[src/rtl/complex_divider_seq_if.sv]
// Operand/result handshake bundle for complex_divider_seq; master drives operands, slave returns quotients.
`default_nettype none

interface complex_divider_seq_if #(
  parameter int W     = 8,
  parameter int OUT_W = 16
);
  logic                    in_valid;
  logic                    in_ready;
  logic signed [W-1:0]     a_real;
  logic signed [W-1:0]     a_imag;
  logic signed [W-1:0]     b_real;
  logic signed [W-1:0]     b_imag;
  logic                    out_valid;
  logic                    out_ready;
  logic signed [OUT_W-1:0] result_real;
  logic signed [OUT_W-1:0] result_imag;
  logic                    out_sat;
  logic                    out_dbz;

  modport master (
    output in_valid, a_real, a_imag, b_real, b_imag, out_ready,
    input  in_ready, out_valid, result_real, result_imag, out_sat, out_dbz
  );

  modport slave (
    input  in_valid, a_real, a_imag, b_real, b_imag, out_ready,
    output in_ready, out_valid, result_real, result_imag, out_sat, out_dbz
  );
endinterface

`default_nettype wire

[src/rtl/complex_divider_seq.sv]
// ============================================================================
// complex_divider_seq : sequential fixed-point complex divide q = a / b
//   CDIV_ROUND_EN adds a guard-bit iteration for round-half-away-from-zero.
// Revision: 1.0
// ============================================================================
`default_nettype none

module complex_divider_seq #(
  parameter int W     = 8,
  parameter int FRAC  = 8,
  parameter int OUT_W = 16
) (
  input wire logic           clk,
  input wire logic           rst_n,
  complex_divider_seq_if.slave bus
);

  localparam int NUM_W = 2*W + 1;
  localparam int DEN_W = 2*W;
  localparam int DVD_W = NUM_W + FRAC;
`ifdef CDIV_ROUND_EN
  localparam int RND   = 1;
`else
  localparam int RND   = 0;
`endif
  localparam int QW    = DVD_W + RND;
  localparam int CNT_W = $clog2(QW);
  localparam logic [OUT_W-1:0] MAX_OUT = {1'b0, {(OUT_W-1){1'b1}}};

  typedef enum logic [1:0] {S_IDLE, S_MUL, S_DIV, S_DONE} state_t;

  state_t                  state;
  logic signed [W-1:0]     op_ar, op_ai, op_br, op_bi;
  logic [DEN_W-1:0]        den;
  logic [QW-1:0]           dvd_re, dvd_im, quo_re, quo_im;
  logic [DEN_W-1:0]        rem_re, rem_im;
  logic [CNT_W-1:0]        cnt;
  logic                    neg_re, neg_im, zero_re, zero_im, dbz;
  logic                    in_ready, out_valid, out_sat, out_dbz;
  logic [OUT_W-1:0]        res_re, res_im;

  logic signed [NUM_W-1:0] ar_x, ai_x, br_x, bi_x, num_re, num_im, sq;
  logic [NUM_W-1:0]        mag_re, mag_im;
  logic [DEN_W:0]          step_re, step_im;
  logic [OUT_W:0]          fin_re, fin_im;

  // One restoring step: returns {quotient bit, next remainder}.
  function automatic logic [DEN_W:0] div_step(input logic [DEN_W-1:0] rem,
                                              input logic msb,
                                              input logic [DEN_W-1:0] d);
    logic [DEN_W:0] trial;
    logic           ge;
    trial = {rem, msb};
    ge    = trial >= {1'b0, d};
    return {ge, ge ? (trial[DEN_W-1:0] - d) : trial[DEN_W-1:0]};
  endfunction

  // Returns {sat, result} from quotient magnitude, sign and divide-by-zero state.
  function automatic logic [OUT_W:0] finish(input logic [QW-1:0] q, input logic neg,
                                            input logic zero, input logic dz);
    logic [QW:0]      m;
    logic [OUT_W-1:0] r;
    logic             s;
`ifdef CDIV_ROUND_EN
    m = ({1'b0, q} + {{QW{1'b0}}, 1'b1}) >> 1;
`else
    m = {1'b0, q};
`endif
    s = 1'b0;
    if (dz) begin
      r = zero ? '0 : (neg ? -MAX_OUT : MAX_OUT);
    end else if (m > {{(QW+1-OUT_W){1'b0}}, MAX_OUT}) begin
      s = 1'b1;
      r = neg ? -MAX_OUT : MAX_OUT;
    end else begin
      r = neg ? -m[OUT_W-1:0] : m[OUT_W-1:0];
    end
    return {s, r};
  endfunction

  assign ar_x   = NUM_W'(op_ar);
  assign ai_x   = NUM_W'(op_ai);
  assign br_x   = NUM_W'(op_br);
  assign bi_x   = NUM_W'(op_bi);
  assign num_re = ar_x*br_x + ai_x*bi_x;
  assign num_im = ai_x*br_x - ar_x*bi_x;
  assign sq     = br_x*br_x + bi_x*bi_x;
  assign mag_re = num_re[NUM_W-1] ? -num_re : num_re;
  assign mag_im = num_im[NUM_W-1] ? -num_im : num_im;

  assign step_re = div_step(rem_re, dvd_re[QW-1], den);
  assign step_im = div_step(rem_im, dvd_im[QW-1], den);
  assign fin_re  = finish(quo_re, neg_re, zero_re, dbz);
  assign fin_im  = finish(quo_im, neg_im, zero_im, dbz);

  always_ff @(posedge clk or negedge rst_n) begin
    if (!rst_n) begin
      state     <= S_IDLE;
      op_ar     <= '0;
      op_ai     <= '0;
      op_br     <= '0;
      op_bi     <= '0;
      den       <= '0;
      dvd_re    <= '0;
      dvd_im    <= '0;
      quo_re    <= '0;
      quo_im    <= '0;
      rem_re    <= '0;
      rem_im    <= '0;
      cnt       <= '0;
      neg_re    <= 1'b0;
      neg_im    <= 1'b0;
      zero_re   <= 1'b0;
      zero_im   <= 1'b0;
      dbz       <= 1'b0;
      in_ready  <= 1'b0;
      out_valid <= 1'b0;
      out_sat   <= 1'b0;
      out_dbz   <= 1'b0;
      res_re    <= '0;
      res_im    <= '0;
    end else begin
      case (state)
        S_IDLE: begin
          in_ready <= 1'b1;
          if (bus.in_valid && in_ready) begin
            op_ar    <= bus.a_real;
            op_ai    <= bus.a_imag;
            op_br    <= bus.b_real;
            op_bi    <= bus.b_imag;
            in_ready <= 1'b0;
            state    <= S_MUL;
          end
        end
        S_MUL: begin
          den     <= sq[DEN_W-1:0];
          dbz     <= (sq == '0);
          // With b == 0 the product a*conj(b) is zero, so the forced sign comes from a itself.
          neg_re  <= (sq == '0) ? op_ar[W-1] : num_re[NUM_W-1];
          neg_im  <= (sq == '0) ? op_ai[W-1] : num_im[NUM_W-1];
          zero_re <= (op_ar == '0);
          zero_im <= (op_ai == '0);
          dvd_re  <= {mag_re, {(FRAC+RND){1'b0}}};
          dvd_im  <= {mag_im, {(FRAC+RND){1'b0}}};
          rem_re  <= '0;
          rem_im  <= '0;
          quo_re  <= '0;
          quo_im  <= '0;
          cnt     <= CNT_W'(QW-1);
          state   <= S_DIV;
        end
        S_DIV: begin
          quo_re <= {quo_re[QW-2:0], step_re[DEN_W]};
          quo_im <= {quo_im[QW-2:0], step_im[DEN_W]};
          rem_re <= step_re[DEN_W-1:0];
          rem_im <= step_im[DEN_W-1:0];
          dvd_re <= dvd_re << 1;
          dvd_im <= dvd_im << 1;
          cnt    <= cnt - 1'b1;
          if (cnt == '0) state <= S_DONE;
        end
        S_DONE: begin
          if (!out_valid) begin
            res_re    <= fin_re[OUT_W-1:0];
            res_im    <= fin_im[OUT_W-1:0];
            out_sat   <= fin_re[OUT_W] | fin_im[OUT_W];
            out_dbz   <= dbz;
            out_valid <= 1'b1;
          end else if (bus.out_ready) begin
            out_valid <= 1'b0;
            in_ready  <= 1'b1;
            state     <= S_IDLE;
          end
        end
        default: state <= S_IDLE;
      endcase
    end
  end

  assign bus.in_ready    = in_ready;
  assign bus.out_valid   = out_valid;
  assign bus.result_real = res_re;
  assign bus.result_imag = res_im;
  assign bus.out_sat     = out_sat;
  assign bus.out_dbz     = out_dbz;

endmodule

`default_nettype wire

[src/flat_wrapper.sv]
// flat-port wrapper written by rule: the top's interface ports become plain ports
module complex_divider_seq_flat 
#(
  parameter int W     = 8,
  parameter int FRAC  = 8,
  parameter int OUT_W = 16
)
  (clk, rst_n, bus_in_valid, bus_a_real, bus_a_imag, bus_b_real, bus_b_imag, bus_out_ready, bus_in_ready, bus_out_valid, bus_result_real, bus_result_imag, bus_out_sat, bus_out_dbz);
  complex_divider_seq_if #(.W(W), .OUT_W(OUT_W)) bus_i ();
  input wire logic clk;
  input wire logic rst_n;
  input wire logic [$bits(bus_i.in_valid)-1:0] bus_in_valid;
  input wire logic [$bits(bus_i.a_real)-1:0] bus_a_real;
  input wire logic [$bits(bus_i.a_imag)-1:0] bus_a_imag;
  input wire logic [$bits(bus_i.b_real)-1:0] bus_b_real;
  input wire logic [$bits(bus_i.b_imag)-1:0] bus_b_imag;
  input wire logic [$bits(bus_i.out_ready)-1:0] bus_out_ready;
  output wire logic [$bits(bus_i.in_ready)-1:0] bus_in_ready;
  output wire logic [$bits(bus_i.out_valid)-1:0] bus_out_valid;
  output wire logic [$bits(bus_i.result_real)-1:0] bus_result_real;
  output wire logic [$bits(bus_i.result_imag)-1:0] bus_result_imag;
  output wire logic [$bits(bus_i.out_sat)-1:0] bus_out_sat;
  output wire logic [$bits(bus_i.out_dbz)-1:0] bus_out_dbz;
  assign bus_i.in_valid = bus_in_valid;
  assign bus_i.a_real = bus_a_real;
  assign bus_i.a_imag = bus_a_imag;
  assign bus_i.b_real = bus_b_real;
  assign bus_i.b_imag = bus_b_imag;
  assign bus_i.out_ready = bus_out_ready;
  assign bus_in_ready = bus_i.in_ready;
  assign bus_out_valid = bus_i.out_valid;
  assign bus_result_real = bus_i.result_real;
  assign bus_result_imag = bus_i.result_imag;
  assign bus_out_sat = bus_i.out_sat;
  assign bus_out_dbz = bus_i.out_dbz;
  complex_divider_seq #(.W(W), .FRAC(FRAC), .OUT_W(OUT_W)) u_core (.clk(clk), .rst_n(rst_n), .bus(bus_i));
endmodule
[config.mk]
export PLATFORM = sky130hd
export DESIGN_NAME = complex_divider_seq_flat
export DESIGN_NICKNAME = d
export VERILOG_FILES = /design/src/rtl/complex_divider_seq_if.sv /design/src/rtl/complex_divider_seq.sv /design/src/flat_wrapper.sv
export SDC_FILE = /design/constraint.sdc
export NUM_CORES = 1
export LEC_CHECK = 0
export CAP_MARGIN = 30
export CORE_ASPECT_RATIO = 1.2
export CORE_MARGIN = 3
export CORE_UTILIZATION = 34
export CTS_BUF_LIST = sky130_fd_sc_hd__clkbuf_8
export DETAILED_ROUTE_END_ITERATION = 7
export GPL_ROUTABILITY_DRIVEN = 1
export PLACE_DENSITY = 0.46
export SLEW_MARGIN = 0
export SYNTH_ARGS = -nofsm -noshare
export SYNTH_HDL_FRONTEND = slang
export SYNTH_SLANG_ARGS = --single-unit
export TNS_END_PERCENT = 30
[constraint.sdc]
create_clock -name clk -period 11.7 [get_ports clk]
set_input_delay 2.34 -clock clk [delete_from_list [all_inputs] [get_ports clk]]
set_output_delay 2.34 -clock clk [all_outputs]
set_load 0.01 [all_outputs]
==> flow_summary.ini, run 1 <==
[detailed_routing]
drt-total-wl_mm = 71.7
drt-initial-drc-count = 940
first_pass_iters = 5
vias = 21600
drc_errors = 0
wl_per_cell_um = 16.6
ant_nets = 0
vias_per_cell = 5.01

[synthesis]
synth_nets = 3840
synthDominantCellAreaShare = 0.221
synth.yosys.seq_area_share = 0.189
ys_ff_latch = 212
async_reset_ff_frac = 1.00
yosysWarnings = 0
avgSynthCellArea_um2 = 8.70
synthesis.instances = 3235
ys_types = 84
ys.flop_type = dfrtp_1
netlist_area_um2 = 28100
synth_edf_count = 0
synth_top_area_cell = fa_1
synth_area_leaders = fa_1 22%, dfrtp_1 19%, ha_1 11%

[global_routing]
grt-ovfl-total = 0
gr-usage-met3 = 0.0230
grt_pass1_vias = 22800
grt_usage = 0.172
antenna_found_initial = 4
grtUsageMet2 = 0.297
grt_max_degree = 109
top_usage_layer = met2
grt_pass1_wl_mm = 120
grtUsageMet1 = 0.229

[floorplan]
core-area_um2 = 81300
ioPinCount = 72
dieArea_um2 = 86300
die-height_um = 321
die_w_um = 269
rows = 114
start_util = 0.346

[finish]
fill_cells = 8272
mostFrequentLayoutCells = 630 x inv_1, 311 x fa_1, 256 x ha_1, 212 x dfrtp_1, 199 x nand2_1
syn_to_final_growth_pct = 9.59
utilization = 0.379
layout_commonest_cell = inv_1
drive_gt1_frac = 0.0556
design_area_um2 = 30800
fin_nets = 3844

[clock_tree]
h-tree-depth = 2
cts_buffers = 44
cts.sinks = 212
cts_buffer_depth = 3
root_buffer = clkbuf_8
post_cts_buffers = 0
clkSlewWorstSetupHoldPaths_ns = 0.06
cts-resized-gates = 0
cts_tree = yes
clk_latency_ns = 0.64
cts_hold_buf = 0

[setup_path]
crit_required_ns = 12.20
critical_path.top_delay_family = adder cells
slowest_stage = dfrtp_1
cp-end-kind = flip-flop
critPathLaunchType = flip-flop
worstPathBufferInverterCount = 4
path_max_fanout = 18
path_class = flip-flop to flip-flop
cpMostUsedCell = a21oi_1
worstPathArrival_ns = 8.39
cpPeakStageDelay_ns = 0.87

[timing]
finalCritPeriodShare = 0.674
hold_viol = 0
max_freq_mhz = 127
setup_viol = 0
rsz0062_at_grt = no
slew_headroom = 0.366
worstMarginPinSlew_ns = 0.952
timing.final.crit_period_ns = 7.89
fin_tns_setup_ns = 0
maxSlewViolCount = 0
clock-skew-final_ns = 0.0296

[placement]
placed_area_um2 = 29900
hpwl_mm = 54.9
io_buffers = 71
gp_congestion = 0.806

[hold_path]
hp-class = flip-flop to flip-flop

[run_status]
status = complete, no violations

[run]
cap_violations = 0
routing by layer:
metal | vias to the layer above | part of all wire
met5 | - | 0
met3 | 80 | 0.036
met4 | 0 | 0.020
met2 | 335 | 0.48
li1 | 10500 | -
met1 | 10700 | 0.46
cell families (layout without fill, tap and decap cells):
group,Yosys count,after routing,share of synthesized area
simple gates,849,849,0.152
other cells,0,1,0
xor+xnor,191,191,0.0594
compound gates,579,579,0.135
fa+ha+maj,569,569,0.336
flops,212,212,0.189
mux,67,67,0.0257
buf+inv,768,804,0.103
state kept, by name, indices dropped and copies added (netlist names), 16 cells and up:
register                cells
u_core.bus.result_real     16
u_core.quo_re              25
u_core.den                 16
u_core.quo_im              25
u_core.bus.result_imag     16
u_core.dvd_im              17
u_core.rem_re              16
u_core.rem_im              16
u_core.dvd_re              17
Yosys cell counts, types with 42 or more instances:
cell type  instances
xnor2_1          149
nand2_1          199
inv_1            620
ha_1             258
nor2_1           177
clkbuf_1         132
a21oi_1          139
o21ai_0          133
fa_1             311
nand3_1           88
dfrtp_1          212
xor2_1            42
and2_1           195
layout make-up:
type                    count  area, um^2  share of cell area
diodes                      1        2.50           0.0000811
clock buffers              54         743              0.0241
clock inverters            24         206             0.00669
inverters                 624        2340              0.0759
multi-input cells        2255       20000               0.648
flip-flops and latches    212        5310               0.172
well taps                1044        1310              0.0424
repair buffers            102         958              0.0311
worst min-delay path: stages, from the launching register on:
cell and delay (ns):
dfrtp_1 0.34, nand2_1 0.05, nand2_1 0.05
stage by stage:
| stage | hold WS [ns] | instances | worst slack (ns) |
|---|---|---|---|
| floorplan | 0.448 | 3235 | 5.41 |
| global placement | 0.464 | 4235 | 3.38 |
| detailed placement | 0.466 | 4237 | 3.75 |
| CTS | 0.478 | 4315 | 3.71 |
| global route | 0.494 | 4316 | 3.16 |
| finish | 0.473 | 4316 | 3.81 |
worst paths after layout:
check | from | endpoint | slack (ns) | depth (start not counted)
setup / recovery | u_core.op_br[7] | u_core.neg_re | 3.81 | 27
max in group asynchronous | rst_n | u_core.rem_im[12] | 8.63 | 2
hold / removal | u_core.bus.result_imag[0] | u_core.bus.result_imag[0] | 0.47 | 2
setup reg to reg | u_core.op_br[7] | u_core.neg_re | 3.81 | 27
min in group asynchronous | rst_n | u_core.bus.result_real[13] | 1.76 | 1
hold reg to reg | u_core.bus.result_imag[0] | u_core.bus.result_imag[0] | 0.47 | 2
Power of run 1 is left out: the tool's default activity adds up to more than one toggle a clock period on the data nets, which glitch-free logic cannot reach.
==> run 2, diff against run 1 <==
==> constraint.sdc (replaced) <==
create_clock -name clk -period 7.8 [get_ports clk]
set_input_delay 1.56 -clock clk [delete_from_list [all_inputs] [get_ports clk]]
set_output_delay 1.56 -clock clk [all_outputs]
set_load 0.01 [all_outputs]
==> run 2 against run 1 <==
Net effect:
- critical path depth is 2 higher
- first-iteration DRC count grew 14%
- die area is the same
- largest cell class unchanged
- clock skew up 0.014 ns
- sequential share of layout area about the same
- setup slack lost 3.0 ns
==> flow_summary.ini, run 2 (synthesis results as in run 1) <==
[run_status]
status = complete, no violations

[detailed_routing]
drt-initial-drc-count = 1070
vias = 21400
ant_nets = 0
vias_per_cell = 4.95
wl_per_cell_um = 16.3
first_pass_iters = 5
drt-total-wl_mm = 70.8
drc_errors = 0

[floorplan]
die_w_um = 269
core-area_um2 = 81300
dieArea_um2 = 86300
start_util = 0.346
die-height_um = 321
rows = 114
ioPinCount = 72

[clock_tree]
clkSlewWorstSetupHoldPaths_ns = 0.06
cts_buffers = 44
cts_hold_buf = 0
clk_latency_ns = 0.64
post_cts_buffers = 0
cts-resized-gates = 0
cts_tree = yes
cts.sinks = 212
h-tree-depth = 2
cts_buffer_depth = 3
root_buffer = clkbuf_8

[timing]
max_freq_mhz = 144
maxSlewViolCount = 0
hold_viol = 0
worstMarginPinSlew_ns = 0.986
finalCritPeriodShare = 0.893
clock-skew-final_ns = 0.0434
rsz0062_at_grt = no
fin_tns_setup_ns = 0
timing.final.crit_period_ns = 6.97
setup_viol = 0
slew_headroom = 0.343

[global_routing]
grt_pass1_vias = 22500
grt_max_degree = 144
grt_pass1_wl_mm = 119
grt_usage = 0.169
grt-ovfl-total = 0
antenna_found_initial = 1

[setup_path]
r2r_cells = 29
critPathLaunchType = flip-flop
cpPeakStageDelay_ns = 0.91
path_depth = 29
crit_required_ns = 8.33
cp-end-kind = flip-flop
slowest_stage = dfrtp_1
worstPathBufferInverterCount = 5
critical_path.top_delay_family = adder cells
path_class = flip-flop to flip-flop
path_max_fanout = 21
worstPathArrival_ns = 7.50

[run]
cap_violations = 0

[finish]
mostFrequentLayoutCells = 634 x inv_1, 311 x fa_1, 256 x ha_1, 212 x dfrtp_1, 199 x nand2_1
fin_nets = 3854
layout_commonest_cell = inv_1
drive_gt1_frac = 0.0581
regArea_um2 = 5310
multiInputGateArea_um2 = 20000
syn_to_final_growth_pct = 9.88
top_regs = u_core.quo_im (25), u_core.quo_re (25)
fill_cells = 8350

[hold_path]
hp-class = flip-flop to flip-flop
holdPathStages = 2

[placement]
gp_congestion = 0.830
hpwl_mm = 55.2
io_buffers = 71
-- run 2: cell count changes in the layout (fill, tap and decap cells not counted), sizes merged --
cell	change
buf	+10
bufinv	-1
clkinv	+1
diode	+1
inv	+4
-- run 2: per-stage QoR --
step / instance area, um^2 / setup slack [ns] / cells / utilization / hold slack (ns)
after floorplan: 28100 / 1.51 / 3235 / - / 0.448
after global placement: 30000 / 0.829 / 4246 / 0.369 / 0.462
after detailed placement: 30000 / 0.744 / 4247 / 0.369 / 0.467
after CTS: 30900 / 0.731 / 4329 / 0.380 / 0.476
after global routing: 30900 / 0.361 / 4330 / 0.380 / 0.499
final: 30900 / 0.832 / 4331 / 0.380 / 0.474
-- run 2: area by class of cell --
cell class,count,share of cell area
clock inverter,28,0.00615
timing repair buffer,112,0.0343
multi-input combinational,2255,0.646
sequential,212,0.172
antenna,2,0.000162
clock buffer,54,0.0240
inverter,624,0.0757
tap,1044,0.0422
-- run 2: final timing paths --
path                               startpoint                  to  slack [ns]
setup / recovery              u_core.op_bi[2]   u_core.dvd_im[14]        0.83
hold / removal             u_core.bus.out_dbz  u_core.bus.out_dbz        0.47
setup reg to reg              u_core.op_bi[2]   u_core.dvd_im[14]        0.83
hold reg to reg            u_core.bus.out_dbz  u_core.bus.out_dbz        0.47
max in group asynchronous               rst_n     u_core.op_bi[3]        5.57
min in group asynchronous               rst_n   u_core.quo_re[11]        0.90
-- run 2: tightest hold or removal path, cell delays in order, from the launching register on --
cell     delay, ns
dfrtp_1       0.34
nand2_1       0.05
nand2_1       0.05
-- run 2: routing by layer --
metal  global-route usage  vias to the layer above  routed length [um]
li1                     -                    10500                   -
met1                0.229                    10600               33600
met2                0.291                      296               33800
met3               0.0182                       64                2060
met4               0.0391                        0                1300
met5                    0                        -                   0
Power of run 2 is left out for the same reason.
